[src/rtl/gate_pkg.sv]
// gate_pkg: shared encodings, FSM state type and vector count for the gate exerciser.
package gate_pkg;
   localparam logic [1:0] OP_OR  = 2'b00;
   localparam logic [1:0] OP_AND = 2'b01;
   localparam logic [1:0] OP_XOR = 2'b10;
   localparam logic [1:0] OP_NOR = 2'b11;
   localparam int NUM_VEC = 4;
   typedef enum logic [1:0] {ST_IDLE, ST_DRIVE, ST_SAMPLE, ST_DONE} state_t;
endpackage

[src/rtl/gate_exerciser_if.sv]
// gate_exerciser_if: run control, gate stimulus/response and result signals of the exerciser.
interface gate_exerciser_if #(parameter int ERR_W = 4);
   logic             start;
   logic [1:0]       op_sel;
   logic             a;
   logic             b;
   logic             c;
   logic             busy;
   logic             done;
   logic             pass;
   logic [ERR_W-1:0] err_cnt;
   logic [3:0]       fail_vec;
   modport master (output start, op_sel, c, input a, b, busy, done, pass, err_cnt, fail_vec);
   modport slave  (input start, op_sel, c, output a, b, busy, done, pass, err_cnt, fail_vec);
endinterface

[src/rtl/gate_ref.sv]
// gate_ref: golden two-input gate selected by the op encoding.
module gate_ref
   import gate_pkg::*;
(
   input  logic [1:0] op_i,
   input  logic       a_i,
   input  logic       b_i,
   output logic       y_o
);
   always_comb y_o = op_i == OP_OR  ? (a_i | b_i) :
                     op_i == OP_AND ? (a_i & b_i) :
                     op_i == OP_XOR ? (a_i ^ b_i) : ~(a_i | b_i);
endmodule

[src/rtl/gate_exerciser.sv]
// gate_exerciser: drives all four {A,B} vectors into a gate and checks C against the golden gate.
// Define GATE_EXERCISER_LOOP_EN to keep running passes (accumulating errors) while START stays high.
module gate_exerciser
   import gate_pkg::*;
#(
   parameter int SETTLE_CYCLES = 2,
   parameter int ERR_W         = 4
) (
   input  logic clk_i,
   input  logic rst_n_i,
   gate_exerciser_if.slave bus
);
   if (SETTLE_CYCLES < 1 || SETTLE_CYCLES > 255) begin : g_bad_settle
      $error("SETTLE_CYCLES must be in 1..255");
   end
   localparam logic [ERR_W-1:0] ERR_MAX = '1;
   localparam logic [7:0] CNT_LAST = 8'(SETTLE_CYCLES - 1);
   localparam logic [1:0] IDX_LAST = 2'(NUM_VEC - 1);
   state_t               state_q, state_d;
   logic [1:0]           op_q, op_d;
   logic [1:0]           idx_q, idx_d;
   logic [7:0]           cnt_q, cnt_d;
   logic                 a_q, a_d, b_q, b_d;
   logic [ERR_W-1:0]     err_q, err_d;
   logic [NUM_VEC-1:0]   fail_q, fail_d;
   logic                 pass_q, pass_d;
   logic                 expect_c;
   gate_ref u_ref (.op_i(op_q), .a_i(a_q), .b_i(b_q), .y_o(expect_c));
   always_ff @(posedge clk_i or negedge rst_n_i) begin
      if (!rst_n_i) begin
         state_q <= ST_IDLE;
         op_q    <= OP_OR;
         idx_q   <= '0;
         cnt_q   <= '0;
         a_q     <= 1'b0;
         b_q     <= 1'b0;
         err_q   <= '0;
         fail_q  <= '0;
         pass_q  <= 1'b0;
      end else begin
         state_q <= state_d;
         op_q    <= op_d;
         idx_q   <= idx_d;
         cnt_q   <= cnt_d;
         a_q     <= a_d;
         b_q     <= b_d;
         err_q   <= err_d;
         fail_q  <= fail_d;
         pass_q  <= pass_d;
      end
   end
   always_comb begin
      state_d = state_q;
      op_d    = op_q;
      idx_d   = idx_q;
      cnt_d   = cnt_q;
      err_d   = err_q;
      fail_d  = fail_q;
      pass_d  = pass_q;
      unique case (state_q)
         ST_IDLE: if (bus.start) begin
            state_d = ST_DRIVE;
            op_d    = bus.op_sel;
            idx_d   = '0;
            cnt_d   = '0;
            err_d   = '0;
            fail_d  = '0;
            pass_d  = 1'b0;
         end
         ST_DRIVE: begin
            state_d = cnt_q == CNT_LAST ? ST_SAMPLE : ST_DRIVE;
            cnt_d   = cnt_q + 8'd1;
         end
         ST_SAMPLE: begin
            if (bus.c != expect_c) begin
               err_d         = err_q == ERR_MAX ? err_q : err_q + 1'b1;
               fail_d[idx_q] = 1'b1;
            end
            cnt_d = '0;
            if (idx_q == IDX_LAST) begin
               state_d = ST_DONE;
               pass_d  = err_d == '0;
            end else begin
               state_d = ST_DRIVE;
               idx_d   = idx_q + 2'd1;
            end
         end
         ST_DONE: begin
`ifdef GATE_EXERCISER_LOOP_EN
            state_d = bus.start ? ST_DRIVE : ST_IDLE;
`else
            state_d = ST_IDLE;
`endif
            idx_d = '0;
            cnt_d = '0;
         end
         default: state_d = ST_IDLE;
      endcase
   end
   // Stimulus follows the next index only while a vector is being driven or sampled.
   always_comb a_d = (state_d == ST_DRIVE || state_d == ST_SAMPLE) ? idx_d[1] : 1'b0;
   always_comb b_d = (state_d == ST_DRIVE || state_d == ST_SAMPLE) ? idx_d[0] : 1'b0;
   assign bus.a        = a_q;
   assign bus.b        = b_q;
   assign bus.busy     = state_q != ST_IDLE;
   assign bus.done     = state_q == ST_DONE;
   assign bus.pass     = pass_q;
   assign bus.err_cnt  = err_q;
   assign bus.fail_vec = fail_q;
endmodule

[src/flat_wrapper.sv]
// flat-port wrapper written by rule: the top's interface ports become plain ports
module gate_exerciser_flat import gate_pkg::*;
#(
   parameter int SETTLE_CYCLES = 2,
   parameter int ERR_W         = 4
)
  (clk_i, rst_n_i, bus_start, bus_op_sel, bus_c, bus_a, bus_b, bus_busy, bus_done, bus_pass, bus_err_cnt, bus_fail_vec);
  gate_exerciser_if #(.ERR_W(ERR_W)) bus_i ();
  input  logic clk_i;
  input  logic rst_n_i;
  input wire logic [$bits(bus_i.start)-1:0] bus_start;
  input wire logic [$bits(bus_i.op_sel)-1:0] bus_op_sel;
  input wire logic [$bits(bus_i.c)-1:0] bus_c;
  output wire logic [$bits(bus_i.a)-1:0] bus_a;
  output wire logic [$bits(bus_i.b)-1:0] bus_b;
  output wire logic [$bits(bus_i.busy)-1:0] bus_busy;
  output wire logic [$bits(bus_i.done)-1:0] bus_done;
  output wire logic [$bits(bus_i.pass)-1:0] bus_pass;
  output wire logic [$bits(bus_i.err_cnt)-1:0] bus_err_cnt;
  output wire logic [$bits(bus_i.fail_vec)-1:0] bus_fail_vec;
  assign bus_i.start = bus_start;
  assign bus_i.op_sel = bus_op_sel;
  assign bus_i.c = bus_c;
  assign bus_a = bus_i.a;
  assign bus_b = bus_i.b;
  assign bus_busy = bus_i.busy;
  assign bus_done = bus_i.done;
  assign bus_pass = bus_i.pass;
  assign bus_err_cnt = bus_i.err_cnt;
  assign bus_fail_vec = bus_i.fail_vec;
  gate_exerciser #(.SETTLE_CYCLES(SETTLE_CYCLES), .ERR_W(ERR_W)) u_core (.clk_i(clk_i), .rst_n_i(rst_n_i), .bus(bus_i));
endmodule
[config.mk]
export PLATFORM = sky130hd
export DESIGN_NAME = gate_exerciser_flat
export DESIGN_NICKNAME = d
export VERILOG_FILES = /design/src/rtl/gate_pkg.sv /design/src/rtl/gate_exerciser_if.sv /design/src/rtl/gate_ref.sv /design/src/rtl/gate_exerciser.sv /design/src/flat_wrapper.sv
export SDC_FILE = /design/constraint.sdc
export NUM_CORES = 1
export LEC_CHECK = 0
export ABC_CLOCK_PERIOD_IN_PS = 2160
export CAP_MARGIN = 20
export CORE_MARGIN = 8
export CORE_UTILIZATION = 35
export CTS_BUF_LIST = sky130_fd_sc_hd__clkbuf_4 sky130_fd_sc_hd__clkbuf_8
export CTS_CLUSTER_DIAMETER = 80
export DETAILED_ROUTE_END_ITERATION = 8
export PLACE_DENSITY = 0.51
export SETUP_SLACK_MARGIN = 0.15
export SKIP_CTS_REPAIR_TIMING = 1
export SYNTH_ARGS = -nofsm -noshare
export SYNTH_HDL_FRONTEND = slang
export SYNTH_SLANG_ARGS = --single-unit
[constraint.sdc]
create_clock -name clk_i -period 2.16 [get_ports clk_i]
set_input_delay 0.324 -clock clk_i [delete_from_list [all_inputs] [get_ports clk_i]]
set_output_delay 0.324 -clock clk_i [all_outputs]
set_load 0.01 [all_outputs]
==> results of run 1 <==
[area by class of cell]
class                      instances  area, sq um
clock buffer                       3         41.3
clock inverter                     1         7.51
fill                             402         2210
inverter                           5         18.8
multi-input combinational        117          764
sequential                        25          626
tap                               50         62.6
timing repair buffer              26          240
[cell usage after synthesis, types with 5 or more instances]
master	count	share of area
nor3b_1	7	0.037
dfrtp_1	25	0.44
clkbuf_1	7	0.018
nand2_1	9	0.024
nand3_1	10	0.035
a21oi_1	7	0.024
ha_1	5	0.044
xnor2_1	6	0.037
inv_1	5	0.013
nor2b_1	9	0.039
nor2_1	20	0.052
a31oi_1	5	0.022
[logic make-up after synthesis]
group | Yosys count
AOI/OAI and AO/OA | 28
xor gates and xnor gates | 8
adders and majority gates | 5
buffers and inverters | 14
DFF | 25
muxes | 6
and+or+nand+nor | 70
[stage by stage]
stage | hold WS, ns | power [uW] | cell area, sq um | cells | setup WS [ns]
6_report | 0.403 | 812 | 1760 | 227 | 0.219
5_1_grt | 0.440 | 850 | 1760 | 227 | 0.116
4_1_cts | 0.413 | 830 | 1750 | 227 | 0.0605
3_5_place_dp | 0.500 | 538 | 1700 | 223 | 0.0932
3_3_place_gp | 0.491 | 538 | 1700 | 223 | 0.151
2_1_floorplan | 0.0284 | 509 | 1440 | 156 | 0.173
[power breakdown]
part | switching, uW | internal [uW] | total, uW
clock | 152 | 131 | 283
combinational | 28.1 | 25.9 | 54.0
sequential | 4.01 | 470 | 474
total | 185 | 627 | 812
[registers in the layout, indices dropped and copies added (netlist names)]
name and flops:
u_core.bus.b 1, u_core.bus.a 1, u_core.bus.fail_vec 4, u_core.bus.err_cnt 4, u_core.op_q 2, u_core.state_q 2
u_core.cnt_q 8, u_core.idx_q 2, u_core.bus.pass 1
[worst max-delay path, cell delays in order, from the launching register on]
cell and delay [ns]:
dfrtp_1 0.39, ha_2 0.19, nor2b_1 0.04, o31a_1 0.33, a21oi_2 0.14, and3b_2 0.25
mux2_1 0.31, a22o_1 0.18
[final timing paths]
kind                                        start                endpoint  slack [ns]  cells after the start
max                                  u_core.bus.b   u_core.bus.err_cnt[1]        0.22                      7
min                                       rst_n_i         u_core.cnt_q[0]        0.40                      2
max reg2reg                          u_core.bus.b   u_core.bus.err_cnt[1]        0.22                      7
min reg2reg                u_core.bus.fail_vec[3]  u_core.bus.fail_vec[3]        0.52                      2
max in group asynchronous                 rst_n_i   u_core.bus.err_cnt[2]        1.51                      2
min in group clk_i         u_core.bus.fail_vec[3]  u_core.bus.fail_vec[3]        0.52                      2
[metal layers]
metal	vias up	part of all wire	global-route usage
li1	589	-	-
met1	544	0.46	0.130
met2	11	0.50	0.179
met3	2	0.037	0.0225
met4	0	0.0052	0.0327
met5	-	0	0
==> results_dict.tcl, run 1 <==
set metrics [dict create \
    startpoint_type "register" \
    hold_class "in2async" \
    finalCritPeriodShare 0.899 \
    ys_seq_elements 25 \
    grt_pass1_wl_um 5490 \
    report.final.slew_viol_count 0 \
    layout_common_cells "dfrtp_1, nor2_1, clkdlybuf4s50_1" \
    cts_root_buf "clkbuf_8" \
    area_growth_pct 22.7 \
    cts_tree "built" \
    die_x_um 80.0 \
    start_util 0.361 \
    clk_pin_slew_worst_paths_ns 0.09 \
    power.density_nw_per_um2 461 \
    synthSimpleGateAreaFrac 0.254 \
    setup_violations 0 \
    die_h_um 80.0 \
    grt_max_degree 26 \
    synth_area_sq_um 1440 \
    drc 0 \
    ys_types 36 \
    cp.arrival_ns 2.10 \
    gp_congestion 0.775 \
    cp.required_ns 2.32 \
    async_flop_share 1.00 \
    syn_nets 167 \
    firstDrtPassIters 4 \
    synth_top_family_by_area "simple AND/OR/NAND/NOR gates" \
    viasPerCell 5.05 \
    synth_compound_area_frac 0.134 \
    coreArea_sq_um 3970 \
    max-vdd-ir-drop_uv 247 \
    yosysSeqAreaShare 0.436 \
    synth_edf_count 0 \
    ys.warnings.count 0 \
    synth-xor-area-share 0.0488 \
    clock_latency_ns 0.27 \
    yosys.area_share.adder 0.0436 \
    clock_path_buffers 2 \
    hold_violations 0 \
    synth.area.mux_share 0.0453 \
    p_leak_uw 0.000777 \
    postRouteAntennaNets 0 \
    cp-end-kind "register" \
    die_area_sq_um 6410 \
    fin_nets 189 \
    post_drt_wl_per_cell_um 13.6 \
    io_pins 19 \
    numPortBuffers 18 \
    drv_cap 0 \
    mostFrequentLayoutCell "dfrtp_1" \
    fmax_ghz 0.515 \
    fin_crit_ns 1.94 \
    drive_above_1_share 0.119 \
    slew_headroom 0.763 \
    diodes 0 \
    post-route-util 0.443 \
    drt_iter0_drc 75 \
    cts_buffers 3 \
    vias 1146 \
    fin_setup_tns_ns 0 \
    htree_levels 1 \
    critPathMaxFanout 3 \
    worstMarginPinSlew_ns 0.352 \
    dp_hpwl_um 2330 \
    grt-ovfl-total 0 \
    antenna_found_initial 0 \
    final.setup_skew_ns 0.00474 \
    criticalPathCategory "reg2reg" \
    rows 23 \
    status "completed" \
    grt_pass1_vias 1181 \
    grt_setup_unrepaired "yes" \
    grt_use_total 0.106 \
    synth-main-ff-cell "dfrtp_1" \
    wirelength_um 3100 \
    synthCells 156 \
    avgSynthCellArea_sq_um 9.20 \
    clock_sinks 25 \
]
No activity file was read; power rests on OpenSTA's default activity.
==> run 2: changes to the inputs <==
- CELL_PAD_IN_SITES_DETAIL_PLACEMENT: unset -> 0
- CELL_PAD_IN_SITES_GLOBAL_PLACEMENT: unset -> 1
- PLACE_DENSITY: 0.51 -> 0.64
==> results_dict.tcl, run 2 (synthesis gave the netlist of run 1 again) <==
set metrics [dict create \
    status "completed" \
    drt_iter0_drc 36 \
    antenna_found_initial 0 \
    start_util 0.361 \
    cp-end-kind "register" \
    cts_buffers 3 \
    clkPwrFrac 0.353 \
    cts_tree "built" \
    mostFrequentLayoutCell "dfrtp_1" \
    clock_latency_ns 0.26 \
    p_leak_uw 0.000784 \
    firstDrtPassIters 4 \
    rows 23 \
    viasPerCell 5.14 \
    clock_path_buffers 2 \
    setup_violations 0 \
    reg2reg_to "u_core.bus.err_cnt[1]" \
    area_growth_pct 22.6 \
    gp_congestion 0.751 \
    postRouteAntennaNets 0 \
    fin_crit_ns 1.94 \
    power_switching_uw 179 \
    layout_common_cells "dfrtp_1, nor2_1, clkdlybuf4s50_1" \
    p_sw_frac 0.218 \
    clk_pin_slew_worst_paths_ns 0.09 \
    p_seq_frac 0.579 \
    io_pins 19 \
    htree_levels 1 \
    hold_class "in2async" \
    slew_headroom 0.764 \
    startpoint_type "register" \
    pwr-share-comb 0.068 \
    die_h_um 80.0 \
    clock_sinks 25 \
    top_register "u_core.cnt_q" \
    diodes 0 \
    drv_cap 0 \
    coreArea_sq_um 3970 \
    worstMarginPinSlew_ns 0.350 \
    hold_violations 0 \
    grt_max_degree 26 \
    intPower_uw 641 \
    grt_pass1_wl_um 5800 \
    vias 1161 \
    fin_nets 188 \
    max-vdd-ir-drop_uv 445 \
    critPathMaxFanout 3 \
    grt_use_total 0.112 \
    drc 0 \
    grt_setup_unrepaired "yes" \
    report.final.slew_viol_count 0 \
    grt-ovfl-total 0 \
    drive_above_1_share 0.125 \
    rr_startpoint "u_core.bus.a" \
    fin_setup_tns_ns 0 \
    cp.arrival_ns 2.10 \
    rrSetupSlack_ns 0.22 \
    die_x_um 80.0 \
    cp.required_ns 2.32 \
    largest_reg_flops 8 \
    fmax_ghz 0.516 \
    finalCritPeriodShare 0.897 \
    rr_worst_depth 7 \
    power.density_nw_per_um2 466 \
    wirelength_um 3200 \
    numPortBuffers 18 \
    dp_hpwl_um 2310 \
    post_drt_wl_per_cell_um 14.2 \
    grt_pass1_vias 1238 \
    final.setup_skew_ns 0.00272 \
    hold_ws_ns 0.419 \
    die_area_sq_um 6410 \
    criticalPathCategory "reg2reg" \
    cts_root_buf "clkbuf_8" \
]
run 2: cell type report:
| class | instances | area, sq um |
|---|---|---|
| repair buffers | 25 | 233 |
| inverters | 5 | 18.8 |
| multi-input cells | 117 | 771 |
| clock buffers | 4 | 48.8 |
| fillers | 380 | 2210 |
| well taps | 50 | 62.6 |
| flip-flops and latches | 25 | 626 |
run 2: metrics by stage:
stage / utilization / total power, uW / std cells / instance area, sq um / setup slack, ns
after floorplan: - / 509 / 156 / 1440 / 0.173
after global placement: 0.427 / 538 / 222 / 1690 / 0.150
after detailed placement: 0.427 / 540 / 222 / 1690 / 0.109
after CTS: 0.439 / 833 / 226 / 1740 / 0.0922
after global routing: 0.443 / 859 / 226 / 1760 / 0.103
final: 0.443 / 820 / 226 / 1760 / 0.223
run 2: worst max path at each step:
stage                       from               endpoint  slack [ns]  cells past startpoint
floorplan           u_core.bus.b  u_core.bus.err_cnt[1]        0.17                      8
global placement    u_core.bus.b  u_core.bus.err_cnt[1]        0.15                      8
detailed placement  u_core.bus.b  u_core.bus.err_cnt[1]        0.11                      8
CTS                 u_core.bus.b  u_core.bus.err_cnt[1]        0.09                      8
global route        u_core.bus.a  u_core.bus.err_cnt[1]        0.10                      7
finish              u_core.bus.a  u_core.bus.err_cnt[1]        0.22                      7
run 2: power groups by stage:
stage	clock network, uW	logic, uW	registers (uW)
6_report	289	55.6	475
5_1_grt	322	61.6	476
4_1_cts	303	55.6	475
3_5_place_dp	0	55.3	484
3_3_place_gp	0	54.6	484
2_1_floorplan	0	25.3	483
run 2: critical path, stage by stage, from the launching register on:
cell     delay (ns)
dfrtp_1        0.39
ha_2           0.19
nor2b_1        0.04
o31a_1         0.33
a21oi_2        0.14
and3b_2        0.25
mux2_1         0.32
a22o_1         0.18
run 2: routing by layer:
layer	track usage	share of wire	up-vias
met5	0	0	-
li1	-	-	587
met3	0.0304	0.037	2
met2	0.214	0.51	15
met1	0.118	0.44	557
met4	0.0218	0.0069	0
==> run 3: changes to the inputs <==
- ABC_CLOCK_PERIOD_IN_PS: 2160 -> unset
- PLACE_DENSITY: 0.64 -> unset
- PLACE_DENSITY_LB_ADDON: unset -> 0.1
==> results_dict.tcl, run 3 (synthesis gave the netlist of run 1 again) <==
set metrics [dict create \
    status "completed" \
    worst-path-stages 7 \
    intPower_uw 643 \
    post_drt_wl_per_cell_um 14.9 \
    hold_class "in2async" \
    die_area_sq_um 6410 \
    grt_max_degree 26 \
    report.final.slew_viol_count 0 \
    cts_root_buf "clkbuf_8" \
    vias 1205 \
    clock_sinks 25 \
    dp_hpwl_um 2310 \
    slew_headroom 0.727 \
    critPathMaxFanout 3 \
    clock_latency_ns 0.28 \
    power.density_nw_per_um2 467 \
    drive_above_1_share 0.140 \
    startpoint_type "register" \
    drc 0 \
    grt_pass1_wl_um 5670 \
    cts_buffers 3 \
    clkPwrFrac 0.360 \
    htree_levels 1 \
    postRouteAntennaNets 0 \
    stdcell_area_sq_um 1780 \
    criticalPathCategory "reg2reg" \
    wirelength_um 3410 \
    top_usage_layer "met2" \
    gp_congestion 0.772 \
    cpMaxStageDelayCell "dfrtp_1" \
    drv_cap 0 \
    grt_use_total 0.112 \
    largest_reg_flops 8 \
    setup_violations 0 \
    cts_tree "built" \
    diodes 0 \
    hold_violations 0 \
    rows 23 \
    coreArea_sq_um 3970 \
    fin_setup_tns_ns 0 \
    p_sw_frac 0.227 \
    slowest_delay_ns 0.38 \
    layout_common_cells "dfrtp_1, nor2_1, clkdlybuf4s50_1" \
    io_pins 19 \
    cp.required_ns 2.33 \
    firstDrtPassIters 4 \
    cp_top_family "compound AO/OA/AOI/OAI gates" \
    grt-ovfl-total 0 \
    fillerInstances 399 \
    worstMarginPinSlew_ns 0.406 \
    use_met1 0.149 \
    viasPerCell 5.26 \
    power_switching_uw 188 \
    max-vdd-ir-drop_uv 260 \
    fmax_ghz 0.513 \
    grt_pass1_vias 1183 \
    die_h_um 80.0 \
    top_register "u_core.cnt_q" \
    final.setup_skew_ns 0.0104 \
    antenna_found_initial 0 \
    fin_crit_ns 1.95 \
    clk_pin_slew_worst_paths_ns 0.10 \
    numPortBuffers 18 \
    critPathBufInv 0 \
    clock_path_buffers 2 \
    die_x_um 80.0 \
    finalCritPeriodShare 0.902 \
    fin_nets 191 \
    start_util 0.361 \
    p_leak_uw 0.000794 \
    pwr-share-comb 0.070 \
    cp.arrival_ns 2.12 \
    grt_setup_unrepaired "yes" \
    cp-end-kind "register" \
    grt_util_met2 0.168 \
    path_cells "ha_2 > nor2b_1 > o31a_1 > a21oi_2 > and3b_2 > mux2_4 > a22o_1" \
    rr_worst_depth 7 \
    dpl_cell_area_sq_um 1700 \
    p_seq_frac 0.570 \
    drt_iter0_drc 47 \
    use_met3 0.0360 \
    area_growth_pct 24.2 \
    mostFrequentLayoutCell "dfrtp_1" \
]
-- run 3: changes by cell type in the layout (fill, tap and decap cells not counted), sizes merged --
| cell | previous run | this run |
|---|---|---|
| buf | 7 | 10 |
-- run 3: layout make-up --
| class | instances | area (sq um) | area share |
|---|---|---|---|
| Tap cell | 50 | 62.6 | 0.0351 |
| Sequential cell | 25 | 626 | 0.351 |
| Inverter | 5 | 18.8 | 0.0105 |
| Clock buffer | 4 | 48.8 | 0.0274 |
| Multi-Input combinational cell | 117 | 771 | 0.433 |
| Timing Repair Buffer | 28 | 255 | 0.143 |
-- run 3: worst paths after layout --
check | startpoint | endpoint | slack (ns)
setup / recovery | u_core.bus.a | u_core.bus.err_cnt[1] | 0.21
hold / removal | rst_n_i | u_core.bus.err_cnt[0] | 0.41
setup reg to reg | u_core.bus.a | u_core.bus.err_cnt[1] | 0.21
hold reg to reg | u_core.bus.fail_vec[3] | u_core.bus.fail_vec[3] | 0.50
max in group asynchronous | rst_n_i | u_core.idx_q[1] | 1.49
min in group clk_i | u_core.bus.fail_vec[3] | u_core.bus.fail_vec[3] | 0.50
-- run 3: routing by layer --
| layer | routed length [um] | share of wire |
|---|---|---|
| met5 | 0 | 0 |
| met4 | 21 | 0.0062 |
| met3 | 209 | 0.061 |
| met2 | 1500 | 0.44 |
| met1 | 1680 | 0.49 |
-- run 3: metrics by stage --
stage	utilization	total power, uW	instances	hold slack (ns)	setup WS, ns
2_1_floorplan	-	509	156	0.0284	0.173
3_3_place_gp	0.428	537	223	0.482	0.174
3_5_place_dp	0.428	538	223	0.491	0.0955
4_1_cts	0.441	838	227	0.434	0.0844
5_1_grt	0.449	866	229	0.453	0.0970
6_report	0.449	832	229	0.411	0.211
-- run 3: power groups by stage --
stage / Combinational, uW / Sequential (uW) / Clock [uW]
final: 57.8 / 474 / 300
after global routing: 65.3 / 475 / 326
after CTS: 55.1 / 474 / 309
after detailed placement: 54.4 / 484 / 0
after global placement: 54.0 / 483 / 0
after floorplan: 25.3 / 483 / 0
==> RTL change: new RTL, flow settings as in run 2 <==
Add a define of `GATE_EXERCISER_LOOP_EN`.
--- a/src/rtl/gate_exerciser.sv
+++ b/src/rtl/gate_exerciser.sv
@@ -1,5 +1,7 @@
 // gate_exerciser: drives all four {A,B} vectors into a gate and checks C against the golden gate.
 // Define GATE_EXERCISER_LOOP_EN to keep running passes (accumulating errors) while START stays high.
+`define GATE_EXERCISER_LOOP_EN
+
 module gate_exerciser
    import gate_pkg::*;
 #(
Formal check against the unedited RTL: same outputs for any inputs over 10 cycles, from zero or initial values and one cycle with rst_n_i low; that may be too few to reach the edited logic, so the function may still have changed.
==> RTL change against run 2 <==
Maximum frequency grew 1.9%. Wire length grew 3.9%. Register-to-register slack gained 60 ps. Synthesized area shrank 0.78%. First-iteration DRC count grew 42%. Cell count shrank 0.44%. Cell area shrank 0.14%. Setup slack gained 36 ps. Core utilization shrank 0.063 points. Critical endpoint is now bus_busy. Sequential cell count is the same.
Power is not compared: it rests on default switching activity, and its combinational part moved more than twofold at a synthesized area within 25%.
==> RTL change: results (changes against run 2) <==
slew_headroom: 0.776  # was 0.764
ys.flop_type: "dfrtp_1"  # unchanged
multi_input_comb_area_um2: 748  # was 771 um2
r2r-start: "u_core.bus.b"  # was u_core.bus.a
synth.area.top_cells: "dfrtp_1 (44%), nor2_1 (5.0%), ha_1 (4.4%)"  # was dfrtp_1 (44%), nor2_1 (5.2%), ha_1 (4.4%)
largest-register: "u_core.cnt_q"  # unchanged
place_congestion: 0.748  # was 0.751
dp_hpwl_um: 2470  # was 2310 um
design.core.area_mm2: 0.00397  # unchanged
synthTopCellsByCount: "dfrtp_1 (25), nor2_1 (19), nand2_1 (8)"  # was dfrtp_1 (25), nor2_1 (20), nand3_1 (10)
yosysSeqAreaShare: 0.439  # was 0.436
clk_pin_slew_ps: 90  # about the same
dr.pass1.iters: 4  # unchanged
largest_reg_flops: 8  # unchanged
ys_warn_count: 0  # unchanged
holdCritPathClass: "in2async"  # unchanged
antenna_cells: 0  # unchanged
cts-root-buf: "clkbuf_8"  # unchanged
cts_buffers: 3  # unchanged
via_per_inst: 5.19  # was 5.14
antenna_found_initial: 0  # unchanged
startpoint: "u_core.state_q[1]"  # was u_core.bus.a
nFillCells: 399  # was 380
ir_worst_vdd_mv: 0.467
drtIter0Drc: 51  # was 36
clock_latency_ps: 270
status: "finished, final reports clean"  # unchanged
wl_um: 3330  # was 3200 um
syn-num-nets: 163  # was 167
grt_max_degree: 26  # unchanged
cts-htree-levels: 1  # unchanged
skew_ps: 3.35  # was 2.72 ps
nets: 187  # was 188
path_max_fanout: 10  # was 3
power.leakage_nw: 0.765
drive_gt1_frac: 0.137  # was 0.125
grt_pass1_vias: 1185  # was 1,238
clockBufferDepth: 2  # unchanged
async_flop_share: 1.00  # unchanged
io_buffers: 18  # unchanged
grt_usage: 0.107  # was 0.112
grt_pass1_wl_um: 5460  # was 5800 um
ys_types: 40  # was 36
[RTL change: final timing paths]
| check | end | cells after the start | slack [ps] |
|---|---|---|---|
| setup / recovery | bus_busy | 2 | 260 |
| hold / removal | u_core.cnt_q[0] | 2 | 400 |
| setup reg to reg | u_core.bus.pass | 8 | 280 |
| hold reg to reg | u_core.bus.fail_vec[0] | 2 | 530 |
| max in group asynchronous | u_core.bus.err_cnt[3] | 2 | 1500 |
| min in group clk_i | u_core.bus.fail_vec[0] | 2 | 530 |
[RTL change: metrics by stage]
step                hold WS, ps  std cells   util  setup WS, ps  area (um2)
floorplan                  28.4        152      -           335        1420
global placement            494        219  0.424           320        1690
detailed placement          506        219  0.424           186        1690
CTS                         412        223  0.436           164        1730
global route                440        225  0.442           154        1760
finish                      405        225  0.442           258        1760
[RTL change: cells by family after synthesis]
group,synth area share
buffers and inverters,0.0422
adders and majority gates,0.0439
AOI/OAI and AO/OA,0.150
xor gates and xnor gates,0.0431
muxes,0.0228
and+or+nand+nor,0.258
DFF,0.439
[RTL change: cell type report]
class                           instances  share of cell area
Clock buffer                            3              0.0235
Clock inverter                          1             0.00285
Inverter                                5              0.0107
Multi-Input combinational cell        113               0.426
Sequential cell                        25               0.356
Tap cell                               50              0.0356
Timing Repair Buffer                   28               0.145
[RTL change: report_power, final]
group	switching (mW)	internal, mW
combinational	0.469	0.482
sequential	0.157	0.582
clock	0.158	0.129
[RTL change: worst max-delay path, cell delays in order, from the launching register on]
cell             delay (ps)
dfrtp_1                 510
or2_2                   320
clkdlybuf4s50_1         480
[RTL change: per-layer routing]
metal | routed length (um) | share of wire | vias to the layer above | GRT usage
li1 | - | - | 581 | -
met1 | 1470 | 0.44 | 568 | 0.119
met2 | 1700 | 0.51 | 13 | 0.194
met3 | 102 | 0.031 | 5 | 0.0191
met4 | 51 | 0.015 | 0 | 0.0473
met5 | 0 | 0 | - | 0
